===== src/rtl/wb_queue.sv =====
// wb_queue: in-order write-back queue merging ALU and LSU results into one
// regfile write port. It retires one entry per cycle. The LSU takes priority
// when only one slot is free. Destinations of x0 are accepted and dropped.
// Optional bypass snoop of pending entries: define WB_QUEUE_BYPASS_EN.
module wb_queue #(
    parameter int DEPTH = 4
) (
    input  logic        clk,
    input  logic        rst,
    input  logic        alu_valid,
    output logic        alu_ready,
    input  logic [4:0]  alu_rd,
    input  logic [31:0] alu_data,
    input  logic        lsu_valid,
    output logic        lsu_ready,
    input  logic [4:0]  lsu_rd,
    input  logic [31:0] lsu_data,
    output logic        wen,
    output logic [4:0]  waddr,
    output logic [31:0] wdata,
    input  logic [4:0]  raddr1,
    input  logic [4:0]  raddr2,
    output logic        byp_hit1,
    output logic        byp_hit2,
    output logic [31:0] byp_data1,
    output logic [31:0] byp_data2,
    output logic [3:0]  count,
    output logic        full,
    output logic        empty
);
    localparam int PW = (DEPTH > 2) ? $clog2(DEPTH) : 1;

    logic [PW-1:0] head, tail, alu_idx;
    logic [4:0]    ent_rd   [DEPTH];
    logic [31:0]   ent_data [DEPTH];
    logic [4:0]    slots;
    logic          lsu_push, alu_push, pop;
    logic [1:0]    npush;

    // Free slots this cycle; the head pop frees one more whenever non-empty.
    assign slots     = 5'(DEPTH) - {1'b0, count} + {4'b0, (count != 4'd0)};
    assign lsu_ready = !rst && (slots >= 5'd1);
    assign alu_ready = !rst && ((slots >= 5'd2) || ((slots >= 5'd1) && !lsu_valid));

    // x0 handshakes complete but never occupy a slot.
    assign lsu_push = lsu_valid && lsu_ready && (lsu_rd != 5'd0);
    assign alu_push = alu_valid && alu_ready && (alu_rd != 5'd0);
    assign npush    = {1'b0, lsu_push} + {1'b0, alu_push};
    assign alu_idx  = tail + PW'(lsu_push);

    assign empty = (count == 4'd0);
    assign full  = (count == 4'(DEPTH));
    assign pop   = !empty;
    assign wen   = !empty;
    assign waddr = empty ? 5'd0  : ent_rd[head];
    assign wdata = empty ? 32'd0 : ent_data[head];

    // Queue state: pop at head, LSU then ALU appended at tail.
    always_ff @(posedge clk or posedge rst) begin
        if (rst) begin
            head  <= '0;
            tail  <= '0;
            count <= '0;
            for (int i = 0; i < DEPTH; i++) begin
                ent_rd[i]   <= '0;
                ent_data[i] <= '0;
            end
        end else begin
            if (lsu_push) begin
                ent_rd[tail]   <= lsu_rd;
                ent_data[tail] <= lsu_data;
            end
            if (alu_push) begin
                ent_rd[alu_idx]   <= alu_rd;
                ent_data[alu_idx] <= alu_data;
            end
            head  <= head + PW'(pop);
            tail  <= tail + PW'(npush);
            count <= count + 4'(npush) - 4'(pop);
        end
    end

`ifdef WB_QUEUE_BYPASS_EN
    // Age-ordered search from head; later (younger) matches overwrite earlier ones.
    always_comb begin
        logic [PW-1:0] bi;
        byp_hit1  = 1'b0;
        byp_hit2  = 1'b0;
        byp_data1 = '0;
        byp_data2 = '0;
        for (int k = 0; k < DEPTH; k++) begin
            bi = head + PW'(k);
            if ((4'(k) < count) && (raddr1 != 5'd0) && (ent_rd[bi] == raddr1)) begin
                byp_hit1  = 1'b1;
                byp_data1 = ent_data[bi];
            end
            if ((4'(k) < count) && (raddr2 != 5'd0) && (ent_rd[bi] == raddr2)) begin
                byp_hit2  = 1'b1;
                byp_data2 = ent_data[bi];
            end
        end
    end
`else
    logic unused_raddr;
    assign unused_raddr = ^{raddr1, raddr2};
    assign byp_hit1  = 1'b0;
    assign byp_hit2  = 1'b0;
    assign byp_data1 = '0;
    assign byp_data2 = '0;
`endif

endmodule


===== config.mk =====
export PLATFORM = sky130hd
export DESIGN_NAME = wb_queue
export DESIGN_NICKNAME = d
export VERILOG_FILES = /design/src/rtl/wb_queue.sv
export SDC_FILE = /design/constraint.sdc
export NUM_CORES = 1
export LEC_CHECK = 0
export CAP_MARGIN = 20
export CORE_MARGIN = 2
export CORE_UTILIZATION = 30
export CTS_CLUSTER_DIAMETER = 150
export DETAILED_ROUTE_END_ITERATION = 8
export GPL_ROUTABILITY_DRIVEN = 0
export GPL_TIMING_DRIVEN = 0
export SYNTH_ARGS = -nofsm -noshare
export SYNTH_HDL_FRONTEND = slang
export SYNTH_SLANG_ARGS = --single-unit

===== constraint.sdc =====
create_clock -name clk -period 5.5 [get_ports clk]
set_input_delay 1.1 -clock clk [delete_from_list [all_inputs] [get_ports clk]]
set_output_delay 1.1 -clock clk [all_outputs]
set_load 0.02 [all_outputs]

---- After elaboration in Yosys (flattened, before gate mapping) ----
Cells that the tools add are included.
word-level totals
  output and inout bits ................... 112
  memory bits (writable) .................. 0
  latch bits .............................. 0
  memories ................................ 0
  word-level logic and storage cells ...... 71
  ROM bits ................................ 0
  input bits .............................. 88
  register bits after elaboration ......... 156
operators by class
  multiplexer cells ....................... 24
  $add $sub $neg .......................... 8
  multiply operators ...................... 0
  magnitude comparators ................... 7
  shift-type cells ........................ 0
  divide/modulo/power cells ............... 0
  equal/unequal tests ..................... 1
  reductions and logical operators ........ 17
  bitwise operators ....................... 3
operators with widths
  cell                                                                count
  bitwise mux 128 bit                                                 2
  2-to-1 mux 128 bit                                                  2
  2-to-1 mux 32 bit                                                   5
  demux 32 bit (select 2 bit)                                         2
  binary-select mux 32 bit (select 2 bit)                             1
  bitwise mux 20 bit                                                  2
  2-to-1 mux 20 bit                                                   2
  2-to-1 mux 5 bit                                                    5
  demux 5 bit (select 2 bit)                                          2
  binary-select mux 5 bit (select 2 bit)                              1
  nonzero test 5 bit                                                  2
  greater-or-equal comparator 3 bit (second input constant)           3
  logical AND 1 bit                                                   9
  inverter 2 -> 3 bit                                                 3
  < comparator 3 x 1 -> 1 bit (second input constant)                 2
  adder 5 x 1 -> 5 bit                                                1
  greater-or-equal comparator 5 x 1 -> 1 bit (second input constant)  1
  greater-or-equal comparator 5 x 2 -> 1 bit (second input constant)  1
  subtractor 3 x 4 -> 5 bit (first input constant)                    1
  adder 2 x 1 -> 2 bit                                                2
  adder 4 x 2 -> 4 bit                                                1
  equality test 4 x 3 -> 1 bit (second input constant)                1
  zero test 4 bit                                                     1
  nonzero test 4 bit                                                  1
  5 further kinds                                                     7

---- Longest topological paths before layout ----
Gate-level depths: netlist (run 1).
  depth after elaboration ................. 14
  gate-level depth with buffers ........... 19
  depth with buffers taken out ............ 18

---- Least setup slack after synthesis (run 1) ----
OpenSTA, ideal clock, no wires.
  kind .................................... register -> register
  start ................................... register count[2]
  end ..................................... register ent_data[97] (netlist bit)
  path buffers ............................ 2
  setup time .............................. 0.073 ns
  period minus slack after synthesis ...... 4.297 ns
  slack ................................... 1.203 ns
  stages on the path, launching flop included .. 19
  data required time ...................... 5.427 ns
  arrival time ............................ 4.224 ns
  cell sequence ........................... dfrtp_1 > inv_1 > ha_1 > nor3b_1 > clkbuf_1 > ha_1 > inv_1 > ha_1 > nor2b_1 > a2bb2oi_1 > nor3_1 > nor2_1 > ha_1 > nor3b_1 > o211ai_1 > a31oi_2 > clkbuf_1 > a21oi_1 > a2bb2oi_2
on the way
  longest elaborated chain between the ends .. 14
  elaborated cells between the ends (all ways) .. 23
  those cells by class .................... add/sub (3); order compare (4); mux (5); bitwise (1); reduce/logical (10)
ends and longest elaborated chain
  item                                                                                                           line    RTL
  from (decl)                                                                                                    27      output logic [3:0] count,
  from (signal assigned)                                                                                         79      count <= count + 4'(npush) - 4'(pop);
  subtractor 3 x 4 -> 5 bit / nonzero test 4 bit (equally long branches)                                         41      assign slots = 5'(DEPTH) - {1'b0, count} + {4'b0, (count != 4'd0)};
  adder 5 x 1 -> 5 bit *                                                                                         41
  greater-or-equal comparator 5 x 1 -> 1 bit                                                                     42, 43
  logical AND 1 bit                                                                                              42      assign lsu_ready = !rst && (slots >= 5'd1);
  logical AND 1 bit (2 in a row)                                                                                 46      assign lsu_push = lsu_valid && lsu_ready && (lsu_rd != 5'd0);
  adder 2 x 1 -> 2 bit                                                                                           49      assign alu_idx = tail + PW'(lsu_push);
  inverter 2 -> 3 bit (not written as such)                                                                      75      ent_data[alu_idx] <= alu_data;
  greater-or-equal comparator 3 bit (not written as such) / < comparator 3 x 1 -> 1 bit (equally long branches)  75
  logical AND 1 bit (not written as such)                                                                        75
  2-to-1 mux 32 bit (not written as such)                                                                        75
  demux 32 bit (select 2 bit)                                                                                    75
  bitwise mux 128 bit                                                                                            75
  2-to-1 mux 128 bit *                                                                                           73      if (alu_push) begin
  to (signal, indexed assignment)                                                                                71      ent_data[tail] <= lsu_data;
  to (signal, indexed assignment)                                                                                75
  to (decl)                                                                                                      35      logic [31:0] ent_data [DEPTH];
Mark *: on every way between the ends. The rest lies on a longest branch, timed or not.

---- Worst setup path after layout (run 1) ----
  start ................................... register count[2]
  end ..................................... register ent_data[106] (netlist bit)
Same word-level chain as after synthesis.

==> impl_metrics.toml, run 1 <==
[synthesis]
synth_cell_types = 41
yosysTopAreaCell = "dfrtp_1"
synth_area_per_cell_um2 = 10.35
synth_top_area_share = 0.4195
ys_ff_latch = 156
synth_area_leaders = "dfrtp_1 (42%), a2bb2oi_1 (14%), mux4_2 (9.0%)"
ys_async_sr_fraction = 1.000
synth_cells = 899
yosysWarnings = 0
synth.top_cells.by_count = "dfrtp_1 (156), a21oi_1 (150), nand2_1 (150), a2bb2oi_1 (144), buf_4 (78)"
ys_seq_area_frac = 0.4195
synth_area_um2 = 9305
yosysMostFrequentCell = "dfrtp_1"
synth_ff_type = "dfrtp_1"
synth_edf_count = 0

[detailed_routing]
wl_per_cell_um = 20.06
vias = 7884
post-route-drc-count = 0
vias_per_cell = 5.201
drtIter0Drc = 657
wl_um = 30410
ant_nets = 0
drtPass1Iterations = 5

[power_and_ir_drop]
total_power_mw = 7.293
p_switching_mw = 2.916
seq_power_share = 0.287
clkPwrFrac = 0.165
combPwrFrac = 0.548
swShare = 0.3998
power_leakage_nw = 5.317
powerDensity_nw_per_um2 = 610.4
p_int_mw = 4.377
vdd_ir_drop_max_mv = 0.3365

[final_layout]
final_layout_size_suffix_gt1_frac = 0.1939
nNetsFinal = 1206
stdcell_count = 1516
multi_input_area_um2 = 4703
syn2layout_area_growth_pct = 28.40
nFillCells = 3009
regArea_um2 = 3904

[sta]
tns_ns = 0
setup_viol = 0
setup_slack_ns = 0.3518
worst_pin_slew_ns = 1.078
fmax_ghz = 0.1942
slew_headroom = 0.2802
final-hold-violation-count = 0
rsz0062_at_grt = "no"
period_share = 0.9360
fin_crit_ns = 5.148
drv_slew = 0
finClkSkew_ns = 0.01104

[cts]
tritoncts = "yes"
clockBufferDepth = 2
cts_setup_buffers = 0
clkSlewWorstSetupHoldPaths_ns = 0.07
cts_inserted_buffers = 17
clk_latency_ns = 0.43
ctsHtreeMaxLevel = 4
cts.sinks = 156
cts_root_buffer = "clkbuf_16"

[setup_path]
startpoint_type = "flop"
path_max_fanout = 11
worstPathRequired_ns = 5.86
critPathKind = "flop to flop"
critPathArrivalTime_ns = 5.50
worstRegToRegCells = 18
worstSetupEndpointType = "flop"

[global_routing]
antenna_found_initial = 1
grt_pass1_wl_um = 46200
overflow = 0
grt_pass1_vias = 7637
grt_max_degree = 100
track_usage = 0.1839

[place]
dpl.hpwl_um = 20460
port-buffer-count = 122
post-place-ws_ns = -0.2023
placed_cells = 1483

[hold_path]
min_path_cells = 1
hold_path_class = "flop to flop"

[die]
fp.coreArea_um2 = 30590
die_y_um = 180.1
initial_core_util = 0.3042
rows = 64
dieArea_um2 = 32440
pin_count = 200
die_w_um = 180.1

[run_status]
outcome = "finished clean"

[job]
maxCapViolations = 0
timing repair:
action | in CTS | in global routing
hold buffers | 0 | 0
setup endpoints to repair | 112 | 111
gates resized for setup | 1 | 15
worst paths after layout:
check / start / end / slack, ns
hold / removal: head[0]$_DFF_PP0_ / head[0]$_DFF_PP0_ / 0.50
setup reg to reg: count[2]$_DFF_PP0_ / ent_data[106]$_DFF_PP0_ / 0.35
max in group asynchronous: rst / ent_data[47]$_DFF_PP0_ / 3.35
hold reg to reg: head[0]$_DFF_PP0_ / head[0]$_DFF_PP0_ / 0.50
setup / recovery: count[2]$_DFF_PP0_ / ent_data[106]$_DFF_PP0_ / 0.35
min in group asynchronous: rst / tail[0]$_DFF_PP0_ / 1.27
cell families after synthesis:
| family | Yosys count | share of synthesized area |
|---|---|---|
| flip-flops | 156 | 0.4195 |
| AND/OR/NAND/NOR | 212 | 0.1026 |
| XOR/XNOR | 12 | 0.01129 |
| adder cells (fa/ha/maj) | 12 | 0.01694 |
| multiplexers | 37 | 0.08955 |
| other | 1 | 0.0004030 |
| buffers and inverters | 149 | 0.1066 |
| AO/OA/AOI/OAI | 320 | 0.2531 |
power by group through the flow:
stage / Combinational (mW) / Clock [mW] / Sequential (mW)
6_report: 3.99 / 1.21 / 2.09
5_1_grt: 4.32 / 1.27 / 2.16
4_1_cts: 3.99 / 1.22 / 2.08
3_5_place_dp: 3.97 / 0 / 2.10
3_3_place_gp: 3.91 / 0 / 2.08
2_1_floorplan: 2.68 / 0 / 2.01
stage by stage:
step	util	instance area [um2]	hold slack (ns)
5_1_grt	0.3906	11950	0.5072
3_5_place_dp	0.3694	11300	0.4848
3_3_place_gp	0.3683	11270	0.4772
4_1_cts	0.3889	11900	0.5007
2_1_floorplan	-	9549	0.4642
6_report	0.3906	11950	0.5026
cell type report:
class,count,share of cell area
antenna,1,0.0002094
buffer,139,0.08032
clock buffer,17,0.03561
clock inverter,15,0.01372
inverter,10,0.003770
multi-input combinational,659,0.3937
sequential,156,0.3267
tap,396,0.04147
timing repair buffer,123,0.1045
cell usage in the layout (no fill, tap or decap), types with 2 or more instances in the layout:
cell               n
buf_6             14
inv_1              9
dfrtp_1          156
buf_1              5
nand2_1          150
bufinv_16          2
buf_2             25
or2_1              4
clkbuf_1          12
a2bb2oi_1        144
nor3b_1            2
a2bb2oi_2          5
clkdlybuf4s50_1  122
clkinv_4           2
or2_2              2
clkbuf_2           4
o211ai_1           4
or4_4              2
a311oi_4           3
xor2_1             6
a31oi_4            4
conb_1            66
inv_6              5
a311o_2            3
nor2_1             5
clkbuf_16         17
nor2b_1           40
a21oi_1          149
buf_4             78
xnor2_1            6
mux4_2            37
ha_1              11
clkinvlp_4         5
state kept, by name, indices dropped and copies added, names as in the netlist:
register and flops:
ent_data 128, ent_rd 20, count 4, head 2, tail 2
critical path: stages, from the launching register on:
cell and delay [ns]:
dfrtp_1 0.46, inv_1 0.11, ha_1 0.18, nor3b_4 0.45, clkbuf_1 0.48, ha_1 0.28
inv_1 0.05, ha_1 0.30, nor2b_1 0.16, a2bb2oi_1 0.12, nor3_1 0.30, nor2_1 0.12
ha_1 0.30, nor3b_1 0.28, o211ai_1 0.21, a31oi_4 0.42, buf_1 0.55, a21oi_1 0.13
a2bb2oi_1 0.15
metal layers:
layer / vias up / wire (um) / track usage / share of wire
met5: - / 0 / 0 / 0
met4: 0 / 426 / 0.04903 / 0.014
li1: 3569 / - / - / -
met3: 43 / 2194 / 0.03597 / 0.072
met2: 368 / 14310 / 0.2967 / 0.47
met1: 3904 / 13480 / 0.2530 / 0.44
Note: power is estimated with default switching activity, not from simulation.
==> run 2, diff against run 1 <==
- CORE_MARGIN: 2 -> not set
- CTS_CLUSTER_SIZE: not set -> 24
==> run 2 against run 1 <==
The run now ends with design-rule violations left. Sequential power about the same. Combinational power about the same. Via count increased by 0.15%. Non-clock buffer count unchanged. Design area about the same. Worst setup slack got worse by 0.061 ns. Critical path depth unchanged. Global-route usage increased by 1.5 points. Die area decreased by 2.2%. Clock power about the same. Final cell count about the same. Largest power group unchanged.
==> impl_metrics.toml, run 2 (synthesis results as in run 1) <==
[run_status]
outcome = "finished, violations left"
violations = "design-rule violations"

[power_and_ir_drop]
power_leakage_nw = 5.323
vdd_ir_drop_max_mv = 0.2866
total_power_mw = 7.299
powerDensity_nw_per_um2 = 611.1

[setup_path]
critPathMaxStageDelay_ns = 0.55
critPathArrivalTime_ns = 5.56
worstSetupEndpointType = "flop"
crit_family = "simple AND/OR/NAND/NOR gates"
path_max_fanout = 11
path_cells = "inv_1, ha_1, nor3b_2, clkbuf_2, ha_1, inv_1, ha_1, nor2b_1, a2bb2oi_1, nor3_1, nor2_1, ha_1, nor3b_1, o211ai_1, a31oi_4, clkbuf_1, a21oi_1, a2bb2oi_1"
path_depth = 18
slowest_stage = "nor3b_2"
crit_top_cell = "ha_1"
path_buf_inv = 4
critPathKind = "flop to flop"
worstRegToRegCells = 18
worstPathRequired_ns = 5.85
startpoint_type = "flop"

[final_layout]
regMostFlops = "ent_data"
final_common_cell = "dfrtp_1"
final_util = 0.3904
largest_register_ffs = 128
syn2layout_area_growth_pct = 28.34
final_cell_mix = "dfrtp_1 (156), nand2_1 (150), a21oi_1 (149)"
nNetsFinal = 1206
insertedDiodeCount = 0
top_regs = "ent_data (128), ent_rd (20), count (4)"
final_layout_size_suffix_gt1_frac = 0.1939

[die]
pin_count = 200
initial_core_util = 0.3042
fp.coreArea_um2 = 30590
die_w_um = 178.1
die_y_um = 178.1
rows = 64
dieArea_um2 = 31730

[detailed_routing]
wl_per_cell_um = 20.21
drtIter0Drc = 622
ant_nets = 0
post-route-drc-count = 1
drtPass1Iterations = 7
vias_per_cell = 5.212
vias = 7896
wl_um = 30620

[sta]
slew_headroom = 0.3324
tns_ns = 0
fin_crit_ns = 5.209
rsz0062_at_grt = "no"
fmax_ghz = 0.1920
drv_slew = 0
setup_viol = 0
worst_pin_slew_ns = 0.9997
finClkSkew_ns = 0.008718
final-hold-violation-count = 0
period_share = 0.9471

[global_routing]
track_usage = 0.1993
antenna_found_initial = 0
grt_pass1_vias = 7987
overflow = 0
grt_max_degree = 95
grt_pass1_wl_um = 47560

[cts]
ctsHtreeMaxLevel = 4
clkSlewWorstSetupHoldPaths_ns = 0.07
clk_latency_ns = 0.43
cts_inserted_buffers = 17
cts_setup_buffers = 0
clockBufferDepth = 2
tritoncts = "yes"
cts_root_buffer = "clkbuf_16"
cts.sinks = 156
ctsHoldBuffers = 0

[hold_path]
hold_path_class = "flop to flop"
min_path_cells = 1

[job]
maxCapViolations = 0

[place]
dpl.hpwl_um = 20450
port-buffer-count = 122
[run 2: worst paths after layout]
kind,slack (ns),from,endpoint
hold reg to reg,0.50,head[0]$_DFF_PP0_,head[0]$_DFF_PP0_
min in group asynchronous,1.26,rst,tail[1]$_DFF_PP0_
setup / recovery,0.29,count[2]$_DFF_PP0_,ent_data[44]$_DFF_PP0_
max in group asynchronous,3.38,rst,ent_data[48]$_DFF_PP0_
hold / removal,0.50,head[0]$_DFF_PP0_,head[0]$_DFF_PP0_
setup reg to reg,0.29,count[2]$_DFF_PP0_,ent_data[44]$_DFF_PP0_
[run 2: routing by layer]
layer,global-route usage,up-vias,routed length (um)
met5,0,-,0
met4,0.05199,0,508
met3,0.04135,41,2040
met2,0.3217,341,14550
met1,0.2700,3961,13530
li1,-,3553,-
[run 2: final cells by class]
type	count	area, um2
buffer	139	963.4
clock buffer	23	478.0
clock inverter	9	111.4
fill	3047	18650
inverter	10	45.04
multi-input combinational	659	4697
sequential	156	3904
tap	396	495.5
timing repair buffer	123	1249
[run 2: worst register-to-register path, delay by kind of cell (launching register included)]
family / cells / cell delay [ns]
DFF: 1 / 0.46
adders and majority gates: 4 / 1.03
and+or+nand+nor: 5 / 1.47
buffers and inverters: 4 / 1.09
AOI/OAI and AO/OA: 5 / 1.08
[run 2: metrics by stage]
stage	hold WS [ns]	area (um2)	setup WS, ns	instances
2_1_floorplan	0.4642	9549	0.1935	964
3_3_place_gp	0.4759	11270	-2.558	1482
3_5_place_dp	0.4854	11300	-0.3841	1483
4_1_cts	0.5025	11910	0.07310	1515
5_1_grt	0.5226	11940	0.01208	1515
6_report	0.4953	11940	0.2908	1515
[run 2: report_power, final]
group / total, mW / leakage [nW] / internal [mW] / switching, mW
Sequential: 2.09 / 1.83 / 1.76 / 0.333
Clock: 1.21 / 0.272 / 0.706 / 0.500
Combinational: 4.00 / 3.22 / 1.94 / 2.06
[run 2: repair_timing]
| item | 4_1_cts | 5_1_grt |
|---|---|---|
| resized for setup | 4 | 15 |
| cloned | 0 | 0 |
| endpoints found under the hold margin | 0 | 0 |
| endpoints found under the setup margin | 122 | 102 |
==> run 3, diff against run 2 <==
- PLACE_DENSITY: not set -> 0.57
==> run 3 against run 2 <==
The flow now finishes without violations. Global-route usage about the same. Critical path depth fell by 6. Final cell count is essentially flat. Worst hold slack about the same.
==> impl_metrics.toml, run 3 (synthesis results as in run 1) <==
[setup_path]
crit_top_cell = "ha_1"
slowest_stage = "clkdlybuf4s50_1"
path_buf_inv = 4
crit_family = "buffers and inverters"
critPathArrivalTime_ns = 4.12
worstSetupEndpointType = "output pin"
critPathKind = "flop to output pin"
path_cells = "inv_1, ha_1, nor3b_2, clkbuf_1, ha_1, inv_1, ha_1, nor2b_1, o2bb2ai_1, and3_1, nor2_1, clkdlybuf4s50_1"
critPathMaxStageDelay_ns = 0.56
worstPathRequired_ns = 4.40
startpoint_type = "flop"
path_max_fanout = 11

[die]
die_w_um = 178.1
pin_count = 200
initial_core_util = 0.3042
die_y_um = 178.1
fp.coreArea_um2 = 30590
dieArea_um2 = 31730
rows = 64

[final_layout]
regMostFlops = "ent_data"
top_regs = "ent_data (128), ent_rd (20), count (4)"
nNetsFinal = 1206
final_common_cell = "dfrtp_1"
syn2layout_area_growth_pct = 27.86
largest_register_ffs = 128
final_layout_size_suffix_gt1_frac = 0.1932
final_cell_mix = "dfrtp_1 (156), nand2_1 (150), a21oi_1 (149)"
final_area_um2 = 11900
insertedDiodeCount = 0

[sta]
fmax_ghz = 0.1918
setup_viol = 0
finClkSkew_ns = 0.009681
slew_headroom = 0.2731
worst_pin_slew_ns = 1.089
fin_crit_ns = 5.215
final-hold-violation-count = 0
whs_ns = 0.4954
period_share = 0.9482
drv_slew = 0
rsz0062_at_grt = "no"

[detailed_routing]
drtIter0Drc = 833
ant_nets = 0
wl_um = 30670
vias_per_cell = 5.190
drtPass1Iterations = 5
post-route-drc-count = 0
wl_per_cell_um = 20.26
vias = 7857

[cts]
cts.sinks = 156
clk_latency_ns = 0.43
ctsHtreeMaxLevel = 4
tritoncts = "yes"
cts_inserted_buffers = 17
cts_root_buffer = "clkbuf_16"
clockBufferDepth = 2
clkSlewWorstSetupHoldPaths_ns = 0.07
cts_setup_buffers = 0
ctsHoldBuffers = 0

[place]
dpl.hpwl_um = 20440
placed_cell_area_um2 = 11300
port-buffer-count = 122

[global_routing]
overflow = 0
grt_pass1_wl_um = 47250
track_usage = 0.1995
grt_pass1_vias = 7898
grt_max_degree = 80
antenna_found_initial = 0
met2_usage = 0.3207
use_met1 = 0.2736
met3_usage = 0.03581
grt.busiest_layer = "met2"

[power_and_ir_drop]
power_leakage_nw = 5.298
powerDensity_nw_per_um2 = 606.6
vdd_ir_drop_max_mv = 0.3245

[run_status]
outcome = "finished clean"

[job]
maxCapViolations = 0

[hold_path]
hold_path_class = "flop to flop"
run 3: cell count changes in the layout (fill, tap and decap cells not counted), sizes merged:
cell,before,now
clkinvlp,5,6
clkinv,1,2
bufinv,2,1
buf,122,123
clkbuf,41,38
run 3: worst reg2reg max path, delay by kind of cell, from the launching register on:
family                     cells  cell delay (ns)
AOI/OAI and AO/OA              5             0.99
adders and majority gates      4             1.05
buffers and inverters          4             1.23
DFF                            1             0.46
and+or+nand+nor                5             1.34
run 3: power breakdown:
group | switching, mW | internal [mW]
sequential | 0.327 | 1.76
combinational | 2.06 | 1.94
clock | 0.498 | 0.632
run 3: layer usage:
metal  part of all wire  up-vias
met5                  0        -
met1               0.44     3911
li1                   -     3570
met4              0.016        0
met3              0.071       36
met2               0.47      340
run 3: repair_timing:
item                                    in CTS  in global routing
endpoints found under the hold margin        0                  0
gates resized for setup                      1                 20
endpoints found under the setup margin     112                111
run 3: cell type report:
cell class                 count  area [um2]
tap                          396       495.5
clock buffer                  21       450.4
buffer                       139       963.4
clock inverter                10       93.84
inverter                      10       45.04
timing repair buffer         123        1249
fill                        3036       18690
multi-input combinational    659        4697
sequential                   156        3904
run 3: metrics by stage:
step / power [mW] / std cells / worst slack (ns) / utilization / setup TNS (ns)
after global routing: 7.701 / 1514 / 0.007910 / 0.3889 / 0
after detailed placement: 6.083 / 1483 / -0.2815 / 0.3694 / -18.72
after CTS: 7.222 / 1514 / 0.06223 / 0.3874 / 0
after floorplan: 4.687 / 964 / 0.1935 / - / 0
after global placement: 6.003 / 1482 / -2.629 / 0.3683 / -419.62
final: 7.218 / 1514 / 0.2849 / 0.3889 / 0
run 3: path summary, 6_finish.rpt:
| kind | startpoint | to | slack [ns] | cells after the start |
|---|---|---|---|---|
| hold reg to reg | head[0]$_DFF_PP0_ | head[0]$_DFF_PP0_ | 0.50 | 1 |
| min in group asynchronous | rst | ent_data[0]$_DFF_PP0_ | 1.32 | 2 |
| setup reg to reg | count[2]$_DFF_PP0_ | ent_data[16]$_DFF_PP0_ | 0.34 | 18 |
| hold / removal | head[0]$_DFF_PP0_ | head[0]$_DFF_PP0_ | 0.50 | 1 |
| setup / recovery | count[2]$_DFF_PP0_ | alu_ready | 0.28 | 12 |
| max in group asynchronous | rst | ent_data[65]$_DFF_PP0_ | 3.39 | 3 |
